File: config.mk
export PLATFORM = sky130hd
export DESIGN_NAME = mem_boot_sequencer_flat
export DESIGN_NICKNAME = d
export VERILOG_FILES = /design/src/rtl/mem_boot_sequencer_if.sv /design/src/rtl/mem_boot_sequencer.sv /design/src/flat_wrapper.sv
export SDC_FILE = /design/constraint.sdc
export NUM_CORES = 1
export LEC_CHECK = 0
export ABC_AREA = 1
export CORE_MARGIN = 3
export CORE_UTILIZATION = 46
export DETAILED_ROUTE_END_ITERATION = 10
export PLACE_DENSITY = 0.83
export SYNTH_ARGS = -nofsm -noshare
export SYNTH_HDL_FRONTEND = slang
export SYNTH_SLANG_ARGS = --single-unit
File: constraint.sdc
create_clock -name clk -period 2 [get_ports clk]
set_input_delay 0.6 -clock clk [delete_from_list [all_inputs] [get_ports clk]]
set_output_delay 0.6 -clock clk [all_outputs]
set_load 0.005 [all_outputs]
File: src/rtl/mem_boot_sequencer_if.sv
// Bundle of the stream, external-memory and CPU-control signals around mem_boot_sequencer.
// The master modport is the sequencer side; the slave modport is the environment side.
interface mem_boot_sequencer_if;
  logic        start;
  logic        in_valid;
  logic        in_ready;
  logic [31:0] in_data;
  logic [31:0] addr_ext;
  logic        wen_ext;
  logic        ren_ext;
  logic [31:0] wdata_ext;
  logic [31:0] addr_ext_2;
  logic        wen_ext_2;
  logic        ren_ext_2;
  logic [31:0] wdata_ext_2;
  logic [31:0] instruction;
  logic        enable;
  logic        busy;
  logic        done;
  logic        timeout;
  logic [1:0]  test_id;
  logic [31:0] cycle_count;

  modport master (
    input  start, in_valid, in_data, instruction,
    output in_ready, addr_ext, wen_ext, ren_ext, wdata_ext,
           addr_ext_2, wen_ext_2, ren_ext_2, wdata_ext_2,
           enable, busy, done, timeout, test_id, cycle_count
  );

  modport slave (
    output start, in_valid, in_data, instruction,
    input  in_ready, addr_ext, wen_ext, ren_ext, wdata_ext,
           addr_ext_2, wen_ext_2, ren_ext_2, wdata_ext_2,
           enable, busy, done, timeout, test_id, cycle_count
  );
endinterface

File: src/rtl/mem_boot_sequencer.sv
// Preloads DMEM then IMEM from a word stream, enables the CPU after a settle gap,
// and counts run cycles until a STOP instruction or the cycle limit.
module mem_boot_sequencer #(
  parameter int IMEM_WORDS    = 512,
  parameter int DMEM_WORDS    = 1024,
  parameter int SETTLE_CYCLES = 1,
  parameter int MAX_CYCLES    = 1000000
) (
  input  logic                  clk,
  input  logic                  arst_n,
  mem_boot_sequencer_if.master  bus
);

  localparam int MAX_WORDS = (IMEM_WORDS > DMEM_WORDS) ? IMEM_WORDS : DMEM_WORDS;
  localparam int IDX_W     = (MAX_WORDS > 1) ? $clog2(MAX_WORDS) : 1;
  localparam int SET_W     = $clog2(SETTLE_CYCLES + 1);

  localparam logic [IDX_W-1:0] D_LAST   = IDX_W'(DMEM_WORDS - 1);
  localparam logic [IDX_W-1:0] I_LAST   = IDX_W'(IMEM_WORDS - 1);
  localparam logic [31:0]      CYC_LAST = 32'(MAX_CYCLES - 1);

  localparam logic [2:0] S_IDLE   = 3'd0;
  localparam logic [2:0] S_LOAD_D = 3'd1;
  localparam logic [2:0] S_LOAD_I = 3'd2;
  localparam logic [2:0] S_SETTLE = 3'd3;
  localparam logic [2:0] S_RUN    = 3'd4;
  localparam logic [2:0] S_DONE   = 3'd5;

  logic [2:0]       r_state;
  logic [IDX_W-1:0] r_index;
  logic [SET_W-1:0] r_settle;
  logic [31:0]      r_addr_i;
  logic [31:0]      r_wdata_i;
  logic             r_wen_i;
  logic [31:0]      r_addr_d;
  logic [31:0]      r_wdata_d;
  logic             r_wen_d;
  logic [31:0]      r_cycle_count;
  logic             r_timeout;
  logic [1:0]       r_test_id;

  logic        w_in_ready;
  logic        w_accept;
  logic        w_is_stop;
  logic [31:0] w_addr;
  logic        w_unused_instr;

  assign w_in_ready     = (r_state == S_LOAD_D) || (r_state == S_LOAD_I);
  assign w_accept       = bus.in_valid && w_in_ready;
  assign w_is_stop      = (bus.instruction[31:26] == 6'b111110);
  assign w_addr         = {{(30 - IDX_W){1'b0}}, r_index, 2'b00};
  assign w_unused_instr = &{1'b0, bus.instruction[25:2]};

  // The settle counter starts at SETTLE_CYCLES in the cycle that carries the last
  // IMEM write, so exactly SETTLE_CYCLES write-free cycles precede enable.
  always_ff @(posedge clk or negedge arst_n) begin
    if (!arst_n) begin
      r_state       <= S_IDLE;
      r_index       <= '0;
      r_settle      <= '0;
      r_addr_i      <= '0;
      r_wdata_i     <= '0;
      r_wen_i       <= 1'b0;
      r_addr_d      <= '0;
      r_wdata_d     <= '0;
      r_wen_d       <= 1'b0;
      r_cycle_count <= '0;
      r_timeout     <= 1'b0;
      r_test_id     <= '0;
    end else begin
      r_wen_i <= 1'b0;
      r_wen_d <= 1'b0;
      case (r_state)
        S_IDLE, S_DONE: begin
          if (bus.start) begin
            r_state       <= S_LOAD_D;
            r_index       <= '0;
            r_cycle_count <= '0;
            r_timeout     <= 1'b0;
            r_test_id     <= '0;
          end
        end
        S_LOAD_D: begin
          if (w_accept) begin
            r_wen_d   <= 1'b1;
            r_addr_d  <= w_addr;
            r_wdata_d <= bus.in_data;
            if (r_index == D_LAST) begin
              r_index <= '0;
              r_state <= S_LOAD_I;
            end else begin
              r_index <= r_index + IDX_W'(1);
            end
          end
        end
        S_LOAD_I: begin
          if (w_accept) begin
            r_wen_i   <= 1'b1;
            r_addr_i  <= w_addr;
            r_wdata_i <= bus.in_data;
            if (r_index == I_LAST) begin
              r_state  <= S_SETTLE;
              r_settle <= SET_W'(SETTLE_CYCLES);
            end else begin
              r_index <= r_index + IDX_W'(1);
            end
          end
        end
        S_SETTLE: begin
          if (r_settle == '0) begin
            r_state <= S_RUN;
          end else begin
            r_settle <= r_settle - SET_W'(1);
          end
        end
        S_RUN: begin
          // STOP takes priority over the cycle limit
          if (w_is_stop) begin
            r_test_id <= bus.instruction[1:0];
            r_state   <= S_DONE;
          end else begin
            r_cycle_count <= r_cycle_count + 32'd1;
            if (r_cycle_count == CYC_LAST) begin
              r_timeout <= 1'b1;
              r_state   <= S_DONE;
            end
          end
        end
        default: r_state <= S_IDLE;
      endcase
    end
  end

  assign bus.in_ready    = w_in_ready;
  assign bus.addr_ext    = r_addr_i;
  assign bus.wen_ext     = r_wen_i;
  assign bus.ren_ext     = 1'b0;
  assign bus.wdata_ext   = r_wdata_i;
  assign bus.addr_ext_2  = r_addr_d;
  assign bus.wen_ext_2   = r_wen_d;
  assign bus.ren_ext_2   = 1'b0;
  assign bus.wdata_ext_2 = r_wdata_d;
  assign bus.enable      = (r_state == S_RUN);
  assign bus.busy        = (r_state != S_IDLE) && (r_state != S_DONE);
  assign bus.done        = (r_state == S_DONE);
  assign bus.timeout     = r_timeout;
  assign bus.test_id     = r_test_id;
  assign bus.cycle_count = r_cycle_count;

endmodule

File: src/flat_wrapper.sv
// flat-port wrapper written by rule: the top's interface ports become plain ports
module mem_boot_sequencer_flat 
#(
  parameter int IMEM_WORDS    = 512,
  parameter int DMEM_WORDS    = 1024,
  parameter int SETTLE_CYCLES = 1,
  parameter int MAX_CYCLES    = 1000000
)
  (clk, arst_n, bus_start, bus_in_valid, bus_in_data, bus_instruction, bus_in_ready, bus_addr_ext, bus_wen_ext, bus_ren_ext, bus_wdata_ext, bus_addr_ext_2, bus_wen_ext_2, bus_ren_ext_2, bus_wdata_ext_2, bus_enable, bus_busy, bus_done, bus_timeout, bus_test_id, bus_cycle_count);
  mem_boot_sequencer_if bus_i ();
  input  logic clk;
  input  logic arst_n;
  input wire logic [$bits(bus_i.start)-1:0] bus_start;
  input wire logic [$bits(bus_i.in_valid)-1:0] bus_in_valid;
  input wire logic [$bits(bus_i.in_data)-1:0] bus_in_data;
  input wire logic [$bits(bus_i.instruction)-1:0] bus_instruction;
  output wire logic [$bits(bus_i.in_ready)-1:0] bus_in_ready;
  output wire logic [$bits(bus_i.addr_ext)-1:0] bus_addr_ext;
  output wire logic [$bits(bus_i.wen_ext)-1:0] bus_wen_ext;
  output wire logic [$bits(bus_i.ren_ext)-1:0] bus_ren_ext;
  output wire logic [$bits(bus_i.wdata_ext)-1:0] bus_wdata_ext;
  output wire logic [$bits(bus_i.addr_ext_2)-1:0] bus_addr_ext_2;
  output wire logic [$bits(bus_i.wen_ext_2)-1:0] bus_wen_ext_2;
  output wire logic [$bits(bus_i.ren_ext_2)-1:0] bus_ren_ext_2;
  output wire logic [$bits(bus_i.wdata_ext_2)-1:0] bus_wdata_ext_2;
  output wire logic [$bits(bus_i.enable)-1:0] bus_enable;
  output wire logic [$bits(bus_i.busy)-1:0] bus_busy;
  output wire logic [$bits(bus_i.done)-1:0] bus_done;
  output wire logic [$bits(bus_i.timeout)-1:0] bus_timeout;
  output wire logic [$bits(bus_i.test_id)-1:0] bus_test_id;
  output wire logic [$bits(bus_i.cycle_count)-1:0] bus_cycle_count;
  assign bus_i.start = bus_start;
  assign bus_i.in_valid = bus_in_valid;
  assign bus_i.in_data = bus_in_data;
  assign bus_i.instruction = bus_instruction;
  assign bus_in_ready = bus_i.in_ready;
  assign bus_addr_ext = bus_i.addr_ext;
  assign bus_wen_ext = bus_i.wen_ext;
  assign bus_ren_ext = bus_i.ren_ext;
  assign bus_wdata_ext = bus_i.wdata_ext;
  assign bus_addr_ext_2 = bus_i.addr_ext_2;
  assign bus_wen_ext_2 = bus_i.wen_ext_2;
  assign bus_ren_ext_2 = bus_i.ren_ext_2;
  assign bus_wdata_ext_2 = bus_i.wdata_ext_2;
  assign bus_enable = bus_i.enable;
  assign bus_busy = bus_i.busy;
  assign bus_done = bus_i.done;
  assign bus_timeout = bus_i.timeout;
  assign bus_test_id = bus_i.test_id;
  assign bus_cycle_count = bus_i.cycle_count;
  mem_boot_sequencer #(.IMEM_WORDS(IMEM_WORDS), .DMEM_WORDS(DMEM_WORDS), .SETTLE_CYCLES(SETTLE_CYCLES), .MAX_CYCLES(MAX_CYCLES)) u_core (.clk(clk), .arst_n(arst_n), .bus(bus_i));
endmodule
==> results of run 1 <==
-- kinds of logic after synthesis --
logic type | after synthesis | synth area share
AO/OA/AOI/OAI | 133 | 0.102
other | 1 | 0.000559
XOR/XNOR | 7 | 0.00913
flip-flops | 135 | 0.503
buffers and inverters | 174 | 0.129
AND/OR/NAND/NOR | 411 | 0.253
adder cells (fa/ha/maj) | 2 | 0.00373
-- layer usage --
| layer | vias to the layer above | GRT usage | part of all wire | wire length, µm |
|---|---|---|---|---|
| met5 | - | 0 | 0 | 0 |
| met4 | 0 | 0.110 | 0.036 | 687 |
| li1 | 3081 | - | - | - |
| met2 | 259 | 0.419 | 0.52 | 9950 |
| met3 | 55 | 0.0451 | 0.055 | 1050 |
| met1 | 3010 | 0.288 | 0.39 | 7430 |
-- sequential cells by signal, indices dropped and copies added (netlist names), 2 cells and up --
register,flops
u_core.r_index,10
u_core.bus.wdata_ext,32
u_core.bus.addr_ext,10
u_core.r_state,3
u_core.bus.test_id,2
u_core.bus.addr_ext_2,10
u_core.bus.cycle_count,32
u_core.bus.wdata_ext_2,32
-- cells in the mapped netlist (2+ instances only) --
library cell    n
a21oi_1        12
buf_2          13
buf_4          46
buf_6           3
clkbuf_1       11
dfrtp_1       135
ha_1            2
inv_1          99
inv_2           2
nand2_1       256
nand2_2         3
nand3_1        46
nand3_2         2
nand3b_1        2
nand4_1        11
nor2_1         80
nor2_2          3
nor3_1          2
nor3b_1         2
o21ai_0        99
o21ai_1        16
o31ai_1         2
xor2_1          7
-- final timing paths --
check / end / slack (ps) / cells past startpoint / start
max in group asynchronous: u_core.r_state[0] / 1360 / 2 / arst_n
worst min-delay path: u_core.bus.wdata_ext[26] / 60 / 1 / arst_n
min in group clk: u_core.bus.wdata_ext_2[25] / 480 / 2 / u_core.bus.wdata_ext_2[25]
worst max-delay path: bus_busy / -4 / 6 / u_core.r_state[2]
worst min register to register: u_core.bus.wdata_ext_2[25] / 480 / 2 / u_core.bus.wdata_ext_2[25]
worst max register to register: u_core.r_index[1] / 160 / 12 / u_core.r_state[2]
-- area by class of cell --
type                            count  area (µm²)
Tap cell                          180         225
Multi-Input combinational cell    599        2680
Fill cell                        1105        4570
Inverter                          101         379
Clock inverter                     15         189
Sequential cell                   135        3390
Timing Repair Buffer              229        2240
Clock buffer                       17         425
-- stage by stage --
| step | power (µW) | cell area, µm² | setup TNS, ps | hold WS [ps] |
|---|---|---|---|---|
| 4_1_cts | 11500 | 9400 | -17.6 | 47.2 |
| 3_5_place_dp | 8060 | 8620 | -842 | 471 |
| 3_3_place_gp | 7920 | 8620 | -212 | 462 |
| 6_report | 11600 | 9530 | -3.79 | 55.5 |
| 2_1_floorplan | 5640 | 6880 | 0 | 304 |
| 5_1_grt | 12200 | 9530 | -79.1 | 51.9 |
-- where the power goes --
part	switching, µW	internal, µW
Sequential	453	3490
Combinational	2040	2270
Clock	1300	1990
Total	3790	7760
-- worst reg2reg max path, delay by kind of cell (launching register included) --
| family | cells | cell delay, ps |
|---|---|---|
| buf+inv | 5 | 660 |
| flops | 1 | 420 |
| simple gates | 6 | 610 |
| compound gates | 1 | 90 |
-- timing repair --
action / in CTS / in global routing
setup endpoints to repair: 21 / 20
pin swaps: 3 / 4
gates cloned: 0 / 0
gates resized for setup: 31 / 12
setup buffers: 18 / 12
==> results.toml, run 1 <==
[detailed_routing]
via_per_inst = 5.02
detail-route-antenna-nets = 0
wirelength_mm = 19.1
num_vias = 6405
drc = 0
drtIter0Drc = 449
wire_per_inst_um = 15.0
drtPass1Iterations = 5

[global_route]
grt_usage = 0.240
antenna_found_initial = 0
grt_max_degree = 49
grt_pass1_wl_mm = 31.0
overflow = 0
first_global_vias = 6306

[worst_setup_path]
cpMaxStageDelayCell = "dfrtp_2"
path_common_cell = "buf_6"
critPathCaptureType = "output port"
worstSetupPathType = "flop to output port"
crit_buf_inv = 3
cp-start-kind = "flop"
cp_max_fo = 3
slowest_delay_ps = 420
arrival_ps = 1400
cp_cell_sequence = "buf_6, nor2_4, nand2_2, nand2_4, inv_2, buf_6"
crit_required_ps = 1400
crit_family = "flip-flops"

[run]
cap_violations = 0

[die]
ioPinCount = 239
die_h_um = 127
die_x_um = 127
num_rows = 43
design.core.area_um2 = 14100
start_util = 0.476
die_area_um2 = 16100

[place]
hpwl_mm = 13.4
gp_congestion = 0.949
dp_cells = 1214
portBuffers = 168
place_ws_ps = -118

[sta]
grt_setup_unrepaired = "true"
fin_worst_skew_ps = 5.44
max_freq_mhz = 499
period_share = 1.00
slew_viol_final = 0
finalHoldViolations = 0
period_needed_ps = 2000
setup_viol = 1
fin_ws_ps = -3.79

[clocking]
clock_latency_ps = 420
numCtsBuffers = 17
ctsLongestPathBuffers = 2
cts_tree = "done"
cts_root_buf = "clkbuf_16"
hold_buffers = 0
clk_pin_slew_ps = 60
htreeDepth = 4
cts.sinks = 135

[min_path]
hp-class = "input pin to asynchronous set/reset pin"

[synthesis]
synth_edf_count = 0
synth_area_leader_cell = "dfrtp_1"
ys_types = 32
avgSynthCellArea_um2 = 7.78
ys_seq_area_frac = 0.503
synthTopCellsByArea = "dfrtp_1 50%, nand2_1 14%, o21ai_0 7.4%"
postSynthCellCount = 863
async_flop_share = 1.00
ys.flop_type = "dfrtp_1"
synth-seq-cells = 135
yosys_warnings = 0
synth_top_area_frac = 0.503
syn_area_um2 = 6710

[cells_and_area]
nets = 1153
syn2layout_area_growth_pct = 42.0
final_common_cell = "nand2_1"
final_cell_count_no_fill = 1276
drive_above_1_share = 0.117
utilization = 0.676
final_cell_mix = "253 x nand2_1, 160 x clkdlybuf4s50_1, 125 x dfrtp_1, 99 x o21ai_0, 96 x inv_1"
n_antenna_cell = 0

[pwr]
p_per_area_nw_per_um2 = 1210
ir_drop_uv = 711
p_leak_uw = 0.00454

[status]
failed_checks = "negative setup slack"
outcome = "finished, violations left"
(Power assumes the default switching activity.)
==> run 2: changes to the inputs <==
CORE_ASPECT_RATIO = 0.9   (was unset)
==> run 2 against run 1 <==
Effect of this change:
- critical endpoint is now bus_enable
- count of clock-buffer cells in the layout up 2
- the flow now finishes without violations
- largest power group unchanged
- routed wire length down 3.6%
- worst setup slack better by 39 ps
- clock skew grew 3.3 ps
- global-route usage fell by 1.1 points
==> results.toml, run 2 (synthesis results as in run 1) <==
[status]
outcome = "finished clean"

[sta]
setup_viol = 0
period_needed_ps = 1960
finalHoldViolations = 0
grt_setup_unrepaired = "true"
slew_viol_final = 0
setup_tns_ps = 0
period_share = 0.982
max_freq_mhz = 509
fin_worst_skew_ps = 8.72

[global_route]
grt_pass1_wl_mm = 29.3
overflow = 0
grt_usage = 0.229
grt_max_degree = 70
antenna_found_initial = 0
first_global_vias = 5908

[worst_setup_path]
worstSetupPathType = "flop to output port"
cp-startpoint = "u_core.r_state[0]"
cp_max_fo = 4
cp_cell_sequence = "buf_4, nor2_4, buf_6"
arrival_ps = 1360
path_depth = 3
crit_required_ps = 1400
cp-start-kind = "flop"
cpMaxStageDelayCell = "dfrtp_2"
worstReg2RegStart = "u_core.r_state[1]"
reg2reg_to = "u_core.r_index[6]"
endpoint = "bus_enable"
reg2reg_depth = 13
critPathCaptureType = "output port"
slowest_delay_ps = 460
crit_family = "flip-flops"
rrSetupSlack_ps = 150
crit_buf_inv = 2

[die]
die_area_um2 = 16100
ioPinCount = 239
start_util = 0.474
design.core.area_um2 = 14200
die_x_um = 133
die_h_um = 121
num_rows = 41

[place]
hpwl_mm = 13.3
portBuffers = 168
gp_congestion = 0.954
place_area_um2 = 8640
dp_cells = 1224

[cells_and_area]
syn2layout_area_growth_pct = 42.4
fin_area_um2 = 9560
final_cell_mix = "254 x nand2_1, 161 x clkdlybuf4s50_1, 120 x dfrtp_1, 99 x o21ai_0, 96 x inv_1"
n_antenna_cell = 0
final_cell_count_no_fill = 1288
nets = 1152
final_common_cell = "nand2_1"
fill_cells = 1172
drive_above_1_share = 0.121

[detailed_routing]
via_per_inst = 4.87
detail-route-antenna-nets = 0
num_vias = 6273
drc = 0
drtPass1Iterations = 5
wire_per_inst_um = 14.3
drtIter0Drc = 545
wirelength_mm = 18.4

[run]
cap_violations = 0

[clocking]
cts.sinks = 135
numCtsBuffers = 17
clock_latency_ps = 420
htreeDepth = 4
cts_root_buf = "clkbuf_16"
cts_tree = "done"
clk_pin_slew_ps = 60
ctsLongestPathBuffers = 2

[min_path]
hp-class = "flop to flop"
hold-path-cell-count = 2

[pwr]
internal-power_uw = 7690
p_leak_uw = 0.00451
ir_drop_uv = 919
pwr-share-comb = 0.378
pwr-share-seq = 0.347
p_per_area_nw_per_um2 = 1190
power.switching_uw = 3680
swShare = 0.324
clockPowerShare = 0.276
-- run 2: cell count changes in the layout (fill, tap and decap cells not counted), moves of 2 or more --
cell / change
buf_12: +2
buf_4: -3
clkbuf_8: +2
clkinv_4: +3
dfrtp_1: -5
dfrtp_2: +5
dlymetal6s2s_1: -2
inv_6: -3
nand2_2: -2
-- run 2: layout make-up --
cell class                 count  area [µm²]  share of cell area
inverter                     101         382              0.0399
sequential                   135        3400               0.355
timing repair buffer         228        2250               0.235
tap                          193         241              0.0253
clock inverter                13         145              0.0152
multi-input combinational    599        2690               0.281
clock buffer                  19         453              0.0474
-- run 2: worst register-to-register path, stage by stage (launching register included) --
cell and delay, ps:
dfrtp_1 390, inv_2 60, buf_6 130, buf_6 110
nand3_4 70, nand2_4 60, buf_4 130, buf_4 140
nand2_1 80, nand3_2 110, nor2_4 200, buf_4 160
nand2_1 60, o21ai_1 80
-- run 2: stage by stage --
step	total power, µW	hold WS [ps]	utilization	setup slack, ps
detailed placement	8040	391	0.610	-108
floorplan	5640	304	-	393
finish	11400	482	0.675	35.1
global route	12000	498	0.675	-16.6
global placement	7890	390	0.610	-54.6
CTS	11400	486	0.664	0.622
-- run 2: how the worst min path moves through the flow --
stage | start | endpoint | slack [ps]
3_3_place_gp | arst_n | u_core.bus.wdata_ext_2[28] | 390
4_1_cts | u_core.r_settle | u_core.r_settle | 490
6_report | u_core.r_settle | u_core.r_settle | 480
2_1_floorplan | arst_n | u_core.bus.addr_ext[10] | 300
3_5_place_dp | arst_n | u_core.bus.wdata_ext[28] | 390
5_1_grt | u_core.r_settle | u_core.r_settle | 500
-- run 2: timing repair --
action                                  CTS  global route
endpoints found under the hold margin     2             0
buffers inserted                         15            17
resized for setup                        39            13
endpoints found under the setup margin   22            22
hold buffers                              1             0
pin swaps                                 4             3
-- run 2: per-layer routing --
metal | vias up | global-route usage | routed length [µm]
met5 | - | 0 | 0
met4 | 0 | 0.0919 | 478
met2 | 230 | 0.372 | 8810
met3 | 39 | 0.0666 | 1340
met1 | 2932 | 0.291 | 7810
li1 | 3072 | - | -
-- run 2: power by group through the flow --
| stage | combinational [µW] | sequential (µW) | clock [µW] |
|---|---|---|---|
| 6_report | 4300 | 3940 | 3130 |
| 5_1_grt | 4690 | 4030 | 3310 |
| 4_1_cts | 4240 | 3930 | 3190 |
| 3_5_place_dp | 4070 | 3970 | 0 |
| 3_3_place_gp | 3960 | 3930 | 0 |
| 2_1_floorplan | 1630 | 4010 | 0 |
==> run 3: changes to the inputs <==
PLACE_DENSITY = 0.91   (was 0.83)
==> run 3 against run 2 <==
Effect of this change:
- non-clock buffer count decreased by 5
- cell count down 0.47%
- routed wire length increased by 4.6%
- total power shrank 2.4%
- fmax is 1.2% lower
- first-iteration DRC count is 3.7% lower
- register-to-register slack about the same
- via count rose by 0.13%
- hold slack worse by 380 ps
- critical endpoint is now bus_in_ready
- largest cell class unchanged
- largest power group unchanged
==> results.toml, run 3 (synthesis results as in run 1) <==
[status]
outcome = "finished clean"

[worst_setup_path]
worstSetupPathType = "flop to output port"
slowest_delay_ps = 450
critPathCaptureType = "output port"
reg2reg_depth = 11
arrival_ps = 1390
cp_cell_sequence = "buf_6, buf_4, nand3_2, nand2_2, clkbuf_2"
cpMaxStageDelayCell = "dfrtp_2"
crit_required_ps = 1400
cp-start-kind = "flop"
cp_max_fo = 4
worstReg2RegStart = "u_core.r_state[0]"
rrSetupSlack_ps = 140
reg2reg_to = "u_core.r_state[2]"

[pwr]
pwr-share-seq = 0.356
p_per_area_nw_per_um2 = 1180
power.switching_uw = 3640
internal-power_uw = 7450
p_leak_uw = 0.00442
clockPowerShare = 0.261
ir_drop_uv = 690
swShare = 0.328
finalPower_uw = 11100
pwr-share-comb = 0.382

[cells_and_area]
final_common_cell = "nand2_1"
drive_above_1_share = 0.117
nets = 1147
final_cell_mix = "254 x nand2_1, 162 x clkdlybuf4s50_1, 118 x dfrtp_1, 99 x o21ai_0, 96 x inv_1"
fill_cells = 1126
syn2layout_area_growth_pct = 40.5
n_antenna_cell = 0

[sta]
period_share = 0.995
max_freq_mhz = 503
slew_viol_final = 0
period_needed_ps = 1990
finalHoldViolations = 0
fin_worst_skew_ps = 7.72
setup_viol = 0
grt_setup_unrepaired = "true"
setup_tns_ps = 0

[die]
die_area_um2 = 16100
start_util = 0.474
num_rows = 41
die_h_um = 121
die_x_um = 133
design.core.area_um2 = 14200
ioPinCount = 239

[clocking]
htreeDepth = 4
ctsLongestPathBuffers = 2
cts_tree = "done"
hold_buffers = 0
cts_root_buf = "clkbuf_16"
cts.sinks = 135
clock_latency_ps = 420
numCtsBuffers = 17
clk_pin_slew_ps = 60

[global_route]
antenna_found_initial = 0
grt_max_degree = 60
first_global_vias = 5753
overflow = 0
grt_usage = 0.235
grt_pass1_wl_mm = 30.0

[detailed_routing]
num_vias = 6281
dr_wl_met2_mm = 9.56
via_per_inst = 4.90
dr_wl_met3_mm = 1.19
detail-route-antenna-nets = 0
wire_per_inst_um = 15.0
drc = 0
wirelength_mm = 19.3
wl_met1_mm = 8.08
top_layer = "met4"
drtPass1Iterations = 5
drtIter0Drc = 525

[min_path]
hp-class = "input pin to asynchronous set/reset pin"

[run]
cap_violations = 0

[place]
portBuffers = 168
hpwl_mm = 13.8
gp_congestion = 0.959
-- run 3: changes by cell type in the layout (fill, tap and decap cells not counted), sizes merged --
cell,before,now
inv,105,103
dlygate4sd3,1,0
clkinv,7,4
buf,63,57
clkbuf,20,22
bufinv,2,1
clkinvlp,0,4
clkdlybuf4s50,161,162
-- run 3: worst max-delay path by stage --
stage | startpoint | end | slack, ps | cells past startpoint
floorplan | u_core.r_state[1] | bus_enable | 390 | 4
global placement | bus_instruction[30] | u_core.bus.cycle_count[25] | -60 | 11
detailed placement | bus_instruction[31] | u_core.r_state[2] | -100 | 11
CTS | u_core.r_state[0] | bus_in_ready | -70 | 5
global route | u_core.r_state[0] | bus_done | -40 | 4
finish | u_core.r_state[0] | bus_in_ready | 10 | 5
-- run 3: power groups by stage --
| stage | sequential, µW | combinational, µW | clock (µW) |
|---|---|---|---|
| finish | 3950 | 4240 | 2900 |
| global route | 4040 | 4610 | 3080 |
| CTS | 3940 | 4240 | 2940 |
| detailed placement | 3980 | 4010 | 0 |
| global placement | 3930 | 3870 | 0 |
| floorplan | 4010 | 1630 | 0 |
-- run 3: cell type report --
| class | count | area (µm²) | share of cell area |
|---|---|---|---|
| clock buffer | 20 | 447 | 0.0474 |
| multi-input combinational | 599 | 2670 | 0.283 |
| inverter | 101 | 379 | 0.0402 |
| tap | 193 | 241 | 0.0256 |
| timing repair buffer | 223 | 2190 | 0.233 |
| sequential | 135 | 3400 | 0.360 |
| clock inverter | 11 | 101 | 0.0107 |
-- run 3: timing repair --
action | in CTS | in global routing
setup endpoints to repair | 19 | 25
gates resized for setup | 29 | 14
pin swaps | 3 | 1
setup buffers | 15 | 13
-- run 3: per-layer routing --
metal | global-route usage | up-vias
li1 | - | 3057
met1 | 0.313 | 2950
met2 | 0.385 | 244
met3 | 0.0433 | 30
met4 | 0.0887 | 0
met5 | 0 | -
-- run 3: per-stage QoR --
stage,hold WS [ps],worst slack (ps),util,instances,area [µm²]
2_1_floorplan,304,393,-,908,6880
3_3_place_gp,462,-55.3,0.610,1224,8630
3_5_place_dp,464,-99.0,0.610,1224,8630
4_1_cts,108,-71.4,0.658,1270,9320
5_1_grt,123,-35.8,0.666,1282,9430
6_report,102,10.7,0.666,1282,9430
-- run 3: critical path, delay by kind of cell, from the launching register on --
| kind | cells | cell delay (ps) |
|---|---|---|
| buf+inv | 3 | 380 |
| flops | 1 | 450 |
| simple gates | 2 | 140 |
